`config.mk`:
```
export PLATFORM = sky130hd
export DESIGN_NAME = mem_bus_responder
export DESIGN_NICKNAME = d
export VERILOG_FILES = /design/src/rtl/mem_bus_responder.sv
export SDC_FILE = /design/constraint.sdc
export NUM_CORES = 2
export LEC_CHECK = 0
export BUFFER_PORTS_ARGS = -buffer_cell sky130_fd_sc_hd__buf_2
export CAP_MARGIN = 20
export CORE_MARGIN = 2
export CORE_UTILIZATION = 61
export DETAILED_ROUTE_END_ITERATION = 10
export PLACE_DENSITY_LB_ADDON = 0.08
export SLEW_MARGIN = 15
export SYNTH_ARGS = -nofsm -noshare
export SYNTH_HDL_FRONTEND = slang
export SYNTH_SLANG_ARGS = --single-unit
```
`constraint.sdc`:
```
create_clock -name clk -period 5.1 [get_ports clk]
set_input_delay 1.02 -clock clk [delete_from_list [all_inputs] [get_ports clk]]
set_output_delay 1.02 -clock clk [all_outputs]
set_load 0.005 [all_outputs]
```
`src/rtl/mem_bus_responder.sv`:
```
// Memory-side responder: arbitrates instruction/data requests onto one word array,
// inserts programmable wait states, and returns registered read data plus ready pulses.
module mem_bus_responder #(
  parameter int ADDR_W      = 8,
  parameter int DATA_W      = 16,
  parameter int WAIT_STATES = 1
) (
  input  logic              clk,
  input  logic              reset,
  input  logic [ADDR_W-1:0] i_addr_bus,
  input  logic              I_MEM_OE,
  input  logic              I_MEM_W,
  input  logic [DATA_W-1:0] i_wdata,
  output logic [DATA_W-1:0] i_rdata,
  output logic              i_ready,
  input  logic [ADDR_W-1:0] d_addr_bus,
  input  logic              D_MEM_OE,
  input  logic              D_MEM_W,
  input  logic [DATA_W-1:0] d_wdata,
  output logic [DATA_W-1:0] d_rdata,
  output logic              d_drive,
  output logic              d_ready,
  output logic              busy
);

  localparam logic [1:0] ST_IDLE   = 2'd0;
  localparam logic [1:0] ST_WAIT   = 2'd1;
  localparam logic [1:0] ST_ACCESS = 2'd2;
  localparam logic [1:0] ST_DONE   = 2'd3;

  localparam int unsigned DEPTH = 2 ** ADDR_W;
  localparam int unsigned CNT_W = 3;
  localparam logic [CNT_W-1:0] WAIT_LOAD =
    (WAIT_STATES > 0) ? CNT_W'(WAIT_STATES - 1) : '0;

  logic [1:0]        state;
  logic [1:0]        next_state;
  logic [CNT_W-1:0]  wait_cnt;
  logic              last_was_data;
  logic              lat_data;
  logic              lat_write;
  logic [ADDR_W-1:0] lat_addr;
  logic [DATA_W-1:0] lat_wdata;
  logic [DATA_W-1:0] mem [DEPTH];

  logic d_req_c;
  logic i_req_c;
  logic any_req_c;
  logic grant_data_c;

  // Data port wins unless it won last time and the instruction port is also waiting
  assign d_req_c      = D_MEM_OE | D_MEM_W;
  assign i_req_c      = I_MEM_OE | I_MEM_W;
  assign any_req_c    = d_req_c | i_req_c;
  assign grant_data_c = d_req_c & ~(i_req_c & last_was_data);

  // State register
  always_ff @(posedge clk) begin
    if (reset) begin
      state <= ST_IDLE;
    end else begin
      state <= next_state;
    end
  end

  // Next-state logic
  always_comb begin
    next_state = state;
    case (state)
      ST_IDLE: begin
        if (any_req_c) begin
          next_state = (WAIT_STATES > 0) ? ST_WAIT : ST_ACCESS;
        end
      end
      ST_WAIT: begin
        if (wait_cnt == '0) begin
          next_state = ST_ACCESS;
        end
      end
      ST_ACCESS: next_state = ST_DONE;
      ST_DONE:   next_state = ST_IDLE;
      default:   next_state = ST_IDLE;
    endcase
  end

  // Grant latching, wait counter, read-data capture and registered status outputs
  always_ff @(posedge clk) begin
    if (reset) begin
      wait_cnt      <= '0;
      last_was_data <= 1'b0;
      lat_data      <= 1'b0;
      lat_write     <= 1'b0;
      lat_addr      <= '0;
      lat_wdata     <= '0;
      i_rdata       <= '0;
      d_rdata       <= '0;
      i_ready       <= 1'b0;
      d_ready       <= 1'b0;
      d_drive       <= 1'b0;
      busy          <= 1'b0;
    end else begin
      i_ready <= (state == ST_ACCESS) && !lat_data;
      d_ready <= (state == ST_ACCESS) && lat_data;
      d_drive <= (state == ST_ACCESS) && lat_data && !lat_write;
      busy    <= (next_state != ST_IDLE);

      if ((state == ST_IDLE) && any_req_c) begin
        lat_data      <= grant_data_c;
        lat_write     <= grant_data_c ? D_MEM_W    : I_MEM_W;
        lat_addr      <= grant_data_c ? d_addr_bus : i_addr_bus;
        lat_wdata     <= grant_data_c ? d_wdata    : i_wdata;
        last_was_data <= grant_data_c;
        wait_cnt      <= WAIT_LOAD;
      end else if ((state == ST_WAIT) && (wait_cnt != '0)) begin
        wait_cnt <= wait_cnt - CNT_W'(1);
      end

      if ((state == ST_ACCESS) && !lat_write) begin
        if (lat_data) begin
          d_rdata <= mem[lat_addr];
        end else begin
          i_rdata <= mem[lat_addr];
        end
      end
    end
  end

  // Array write; contents are deliberately not reset
  always_ff @(posedge clk) begin
    if (!reset && (state == ST_ACCESS) && lat_write) begin
      mem[lat_addr] <= lat_wdata;
    end
  end

endmodule

```
**Word level (Yosys, flattened, before mapping)**

Memories as Yosys holds them, arrays and structs flattened. A register that Yosys moved wholly into a read port is not among the register bits.
Cells that the tools add are included.

- Add/subtract/negate cells: 1
- Multipliers: 0
- Divide/modulo/power cells: 0
- Order comparisons: 0
- Equal/unequal tests: 3
- Shift-type cells: 0
- Multiplexer cells: 10
- Bitwise logic cells: 7
- Reduce and logical (&&, ||, !) cells: 18

Operators by type and width:

| kind | number |
|---|---|
| $mux W8 | 3 |
| $mux W16 | 1 |
| $logic_and A1 B1 Y1 | 8 |
| $pmux W2 S4 | 1 |
| $eq A2 B2 Y1 const B | 2 |
| $mux W2 | 2 |
| $reduce_and A2 Y1 | 2 |
| $logic_not A1 Y1 | 3 |
| $logic_not A3 Y1 | 1 |
| $mux W1 | 3 |
| $or A1 B1 Y1 | 3 |
| $reduce_bool A3 Y1 | 1 |
| $sub A3 B1 Y3 const B | 1 |
| $and A1 B1 Y1 | 2 |
| $eq A2 B1 Y1 const B | 1 |
| $logic_not A2 Y1 | 1 |
| $not A1 Y1 | 2 |
| $reduce_bool A2 Y1 | 1 |
| $reduce_or A2 Y1 | 1 |

- Register bits: 67
- Latch bits: 0
- RAM bits: 4096
- Bits in read-only memories: 0
- Input bits: 54
- Output and inout bits: 36
- Logic and storage cells: 52
- Memories kept: 1

Memories:

| memory | words | width | read ports | clocked after Yosys merged registers in | wr ports | line | RTL |
|---|---|---|---|---|---|---|---|
| mem | 256 | 16 | 1 | 1 | 1 | 44 | `logic [DATA_W-1:0] mem [DEPTH];` |

**Logic depth before layout (Yosys ltp)**

- Depth in word-level cells: 7
- Gate-level depth with buffers: 13
- Mapped depth without buffers: 7

**Worst setup path after synthesis**

OpenSTA, ideal clock, no wires.

- Kind: register to register
- Start point: reg lat_wdata[0]
- End point: mem mem[0][0] (data pin)
- Library setup time: 0.856 ns
- Arrival time: 3.398 ns
- Data required time: 4.244 ns
- Slack: 0.847 ns
- Cell stages (with the launch flop): 1
- Buffers on the path: 0
- Clock period less this slack: 4.253 ns
- Cell sequence: dfxtp_1

RTL lines:

| element | line | RTL |
|---|---|---|
| start, declared | 43 | `logic [DATA_W-1:0] lat_wdata;` |
| start signal, assigned | 111 | `lat_wdata <= grant_data_c ? d_wdata : i_wdata;` |
| end, declared | 44 |  |

Straight into the memory's write port.

==> summary.md <==
| Metric | Value |
|---|---|
| Hold Crit Start | d_wdata[8] |
| Worst reg2reg setup slack | 0.41 ns |
| Total Routing Usage GR | 33.0% |
| Unrepaired setup endpoints after global routing | false |
| Hold violation total from the final report | 0 |
| Initial antenna violation count | 34 |
| DRC | 0 |
| Final setup viols | 0 |
| Unique masters post-synth | 68 |
| Finished Layout Cells | 11700 |
| Detailed-route wire length per cell | 37.1 um |
| DPL Wire Length | 271000 um |
| Cts bufs inserted | 407 |
| Ys Warns | 0 |
| CP top delay family | buffers and inverters |
| Syn Area/Cell | 22.2 um^2 |
| Lkg Pwr | 56.7 nW |
| Relative slew slack | 8.17% |
| Fin nets | 7913 |
| Worst Path Max Fanout | 40 |
| Max Cap Viol | 0 |
| Setup bufs post-CTS | 0 |
| Cells along the critical path | buf_12, buf_12, buf_4, mux4_2, mux4_2, o221ai_1, nor4_1, buf_4, o221ai_1, o21ai_0 |
| Post-route ant nets | 0 |
| Post-CTS resize count | 0 |
| CORE AREA | 262000 um^2 |
| Worst hold path depth | 3 |
| Final Cycle Share | 91.9% |
| Fraction of the yosys area taken by sequential cells | 77.8% |
| Layout fillers | 16000 |
| Core Util, Final | 69.1% |
| Worst hold slack | 0.389 ns |
| Area growth, synth to finish | 13.0% |
| Clk pin slew, worst setup/hold paths | 0.06 ns |
| Hold-fix buffers, CTS | 0 |
| PwrDens | 445 nW/um^2 |
| Setup WS post-layout | 0.414 ns |
| Post-synth top area share | 76.9% |
| Starting DRT DRC Count | 12900 |
| Crit path launch type | register |
| Final Max Tran Viols | 0 |
| Largest stage delay, worst path | 0.98 ns |
| Clock Path Buffers | 4 |
| Vias per cell | 6.90 |
| Number of instances in the placed design | 11000 |
| R2r worst-path depth | 10 |
| Largest net degree at the start of global routing | 201 |
| CP Buf/Inv Count | 4 |
| Vias in the first global route | 78400 |
| Peak Freq | 213 MHz |
| WHS Endpoint | lat_wdata[8] |
| Net Count, Synth | 7256 |
| CTS Root Cell | clkbuf_16 |
| Synth Instances | 7200 |
| Asr flop ratio synth | 0% |
| Num ports | 90 |
| Post-Place Setup Slack | 0.488 ns |
| Most frequent cells in the layout | edfxtp_1 (4096), mux4_2 (978), buf_4 (514) |
| Vias post-DR | 80900 |
| Slowest-stage cell, CP | dfxtp_4 |
| Clk_skew | 0.0728 ns |
| Die area | 266000 um^2 |
| Worst hold path type | input port to register |
| Mapped cell area | 160000 um^2 |
| TritonCTS clock tree | done |
| Chip Width | 516 um |
| Critical path arrival | 5.46 ns |
| Setup_tns | 0 ns |
| Data required, critical path | 5.87 ns |
| WL final | 435000 um |
| Most common cell after layout, fill and taps aside | edfxtp_1 |
| Peak supply drop | 0.000352 V |
| Drt first pass iters | 9 |
| Initial core utilization | 61.2% |
| Clk_lat worst skew | 1.00 ns |
| Global route overflow | 0 |
| Worst Tran Pin Value | 1.38 ns |
| Row count | 188 |
| Clock sink total | 4171 |
| EDFF count, synth | 4096 |
| R2R Path End | d_rdata[11] |
| Cell taking the most area after synthesis | edfxtp_1 |
| Post-synth top flop | edfxtp_1 |
| Share of cells above drive strength 1 | 29.0% |
| Setup CP Type | register to register |
| Seq cells post-synth | 4171 |
| Die height | 516 um |
| Min cycle time layout | 4.69 ns |
| H-tree depth | 5 |
| IO Port Bufs | 89 |
| Status | finished clean |
| CP Capture Type | register |
| Synth top area cells | edfxtp_1 (77%), mux4_2 (14%), mux2i_1 (1.7%) |
| Routability-driven placement congestion ratio | 0.915 |
| First-pass GRT wire length | 609000 um |
==> kinds of logic (layout without fill, tap and decap cells) <==
logic type	Yosys count	after routing	synth area share [%]
buffers and inverters	426	1423	1.62
AOI/OAI and AO/OA	646	646	2.83
other	0	19	0
muxes	1321	1321	16.0
and+or+nand+nor	633	633	1.76
DFF	4171	4171	77.8
xor gates and xnor gates	1	1	0.00547
adders and majority gates	2	2	0.0156
==> power breakdown <==
group	internal, W	total (W)	leakage [nW]	switching, W
logic	0.00397	0.0112	12.3	0.00728
registers	0.0391	0.0397	38.0	0.000655
clock network	0.0168	0.0296	6.39	0.0128
total	0.0598	0.0805	56.7	0.0207
==> area by class of cell <==
type / instances / area, um^2 / share of cell area, %
repair buffers: 666 / 5490 / 3.04
diodes: 19 / 47.5 / 0.0263
clock buffers: 523 / 10900 / 6.03
multi-input cells: 2603 / 33200 / 18.3
flip-flops and latches: 4171 / 125000 / 68.9
well taps: 3515 / 4400 / 2.43
clock inverters: 226 / 2190 / 1.21
inverters: 8 / 30.0 / 0.0166
==> layer usage <==
layer	vias to the layer above	track usage [%]	routed length, um
met5	-	0	102
met4	14	13.9	20700
met3	844	6.86	50600
met2	5246	49.6	202000
met1	42900	47.9	162000
li1	31900	-	-
==> cell usage after synthesis, types with 7 or more instances <==
library cell / number
o311ai_0: 7
o2111ai_1: 12
buf_2: 100
o21ai_0: 54
o221ai_1: 16
a221oi_1: 30
o32a_1: 7
nand2_1: 76
o211ai_1: 12
nor2b_1: 56
nand3_1: 24
buf_8: 8
buf_6: 50
buf_12: 7
edfxtp_1: 4096
mux4_2: 978
clkbuf_1: 157
buf_4: 79
nand2b_1: 20
buf_1: 17
o41ai_1: 7
dfxtp_1: 75
nor4_1: 17
o31ai_1: 8
a22o_1: 17
a31oi_1: 13
a211oi_1: 76
a21oi_1: 81
o21ai_1: 7
nor2_1: 370
a22oi_1: 133
nor3_1: 23
a211o_1: 9
mux2_2: 77
or3_1: 14
o22ai_1: 120
mux2i_1: 266
==> stage by stage <==
stage | power, W | area, um^2
5_1_grt | 0.0825 | 181000
6_report | 0.0805 | 181000
2_1_floorplan | 0.0470 | 160000
3_5_place_dp | 0.0516 | 168000
4_1_cts | 0.0807 | 181000
3_3_place_gp | 0.0513 | 167000
==> how the worst max path moves through the flow <==
stage	cells past startpoint	slack, ns	end	from
2_1_floorplan	0	0.85	mem[0][0]	lat_wdata[0]
3_3_place_gp	8	-0.06	i_rdata[11]	register
3_5_place_dp	10	0.49	d_rdata[11]	register
4_1_cts	10	0.44	d_rdata[11]	register
5_1_grt	10	0.41	d_rdata[11]	register
6_report	10	0.41	d_rdata[11]	register
==> worst min-delay path: cells and delay by family <==
family,cells,cell delay [ns]
multiplexers,1,0.12
buffers and inverters,1,0.10
AO/OA/AOI/OAI,1,0.08
==> flip-flops by register name (all words and copies together) (netlist names), 2 cells and up, named ones only <==
register and count:
d_rdata 16, i_rdata 16, wait_cnt 3, lat_wdata 16, state 2, lat_addr 8
mem 4096
Note: power is estimated with default switching activity, not from simulation.
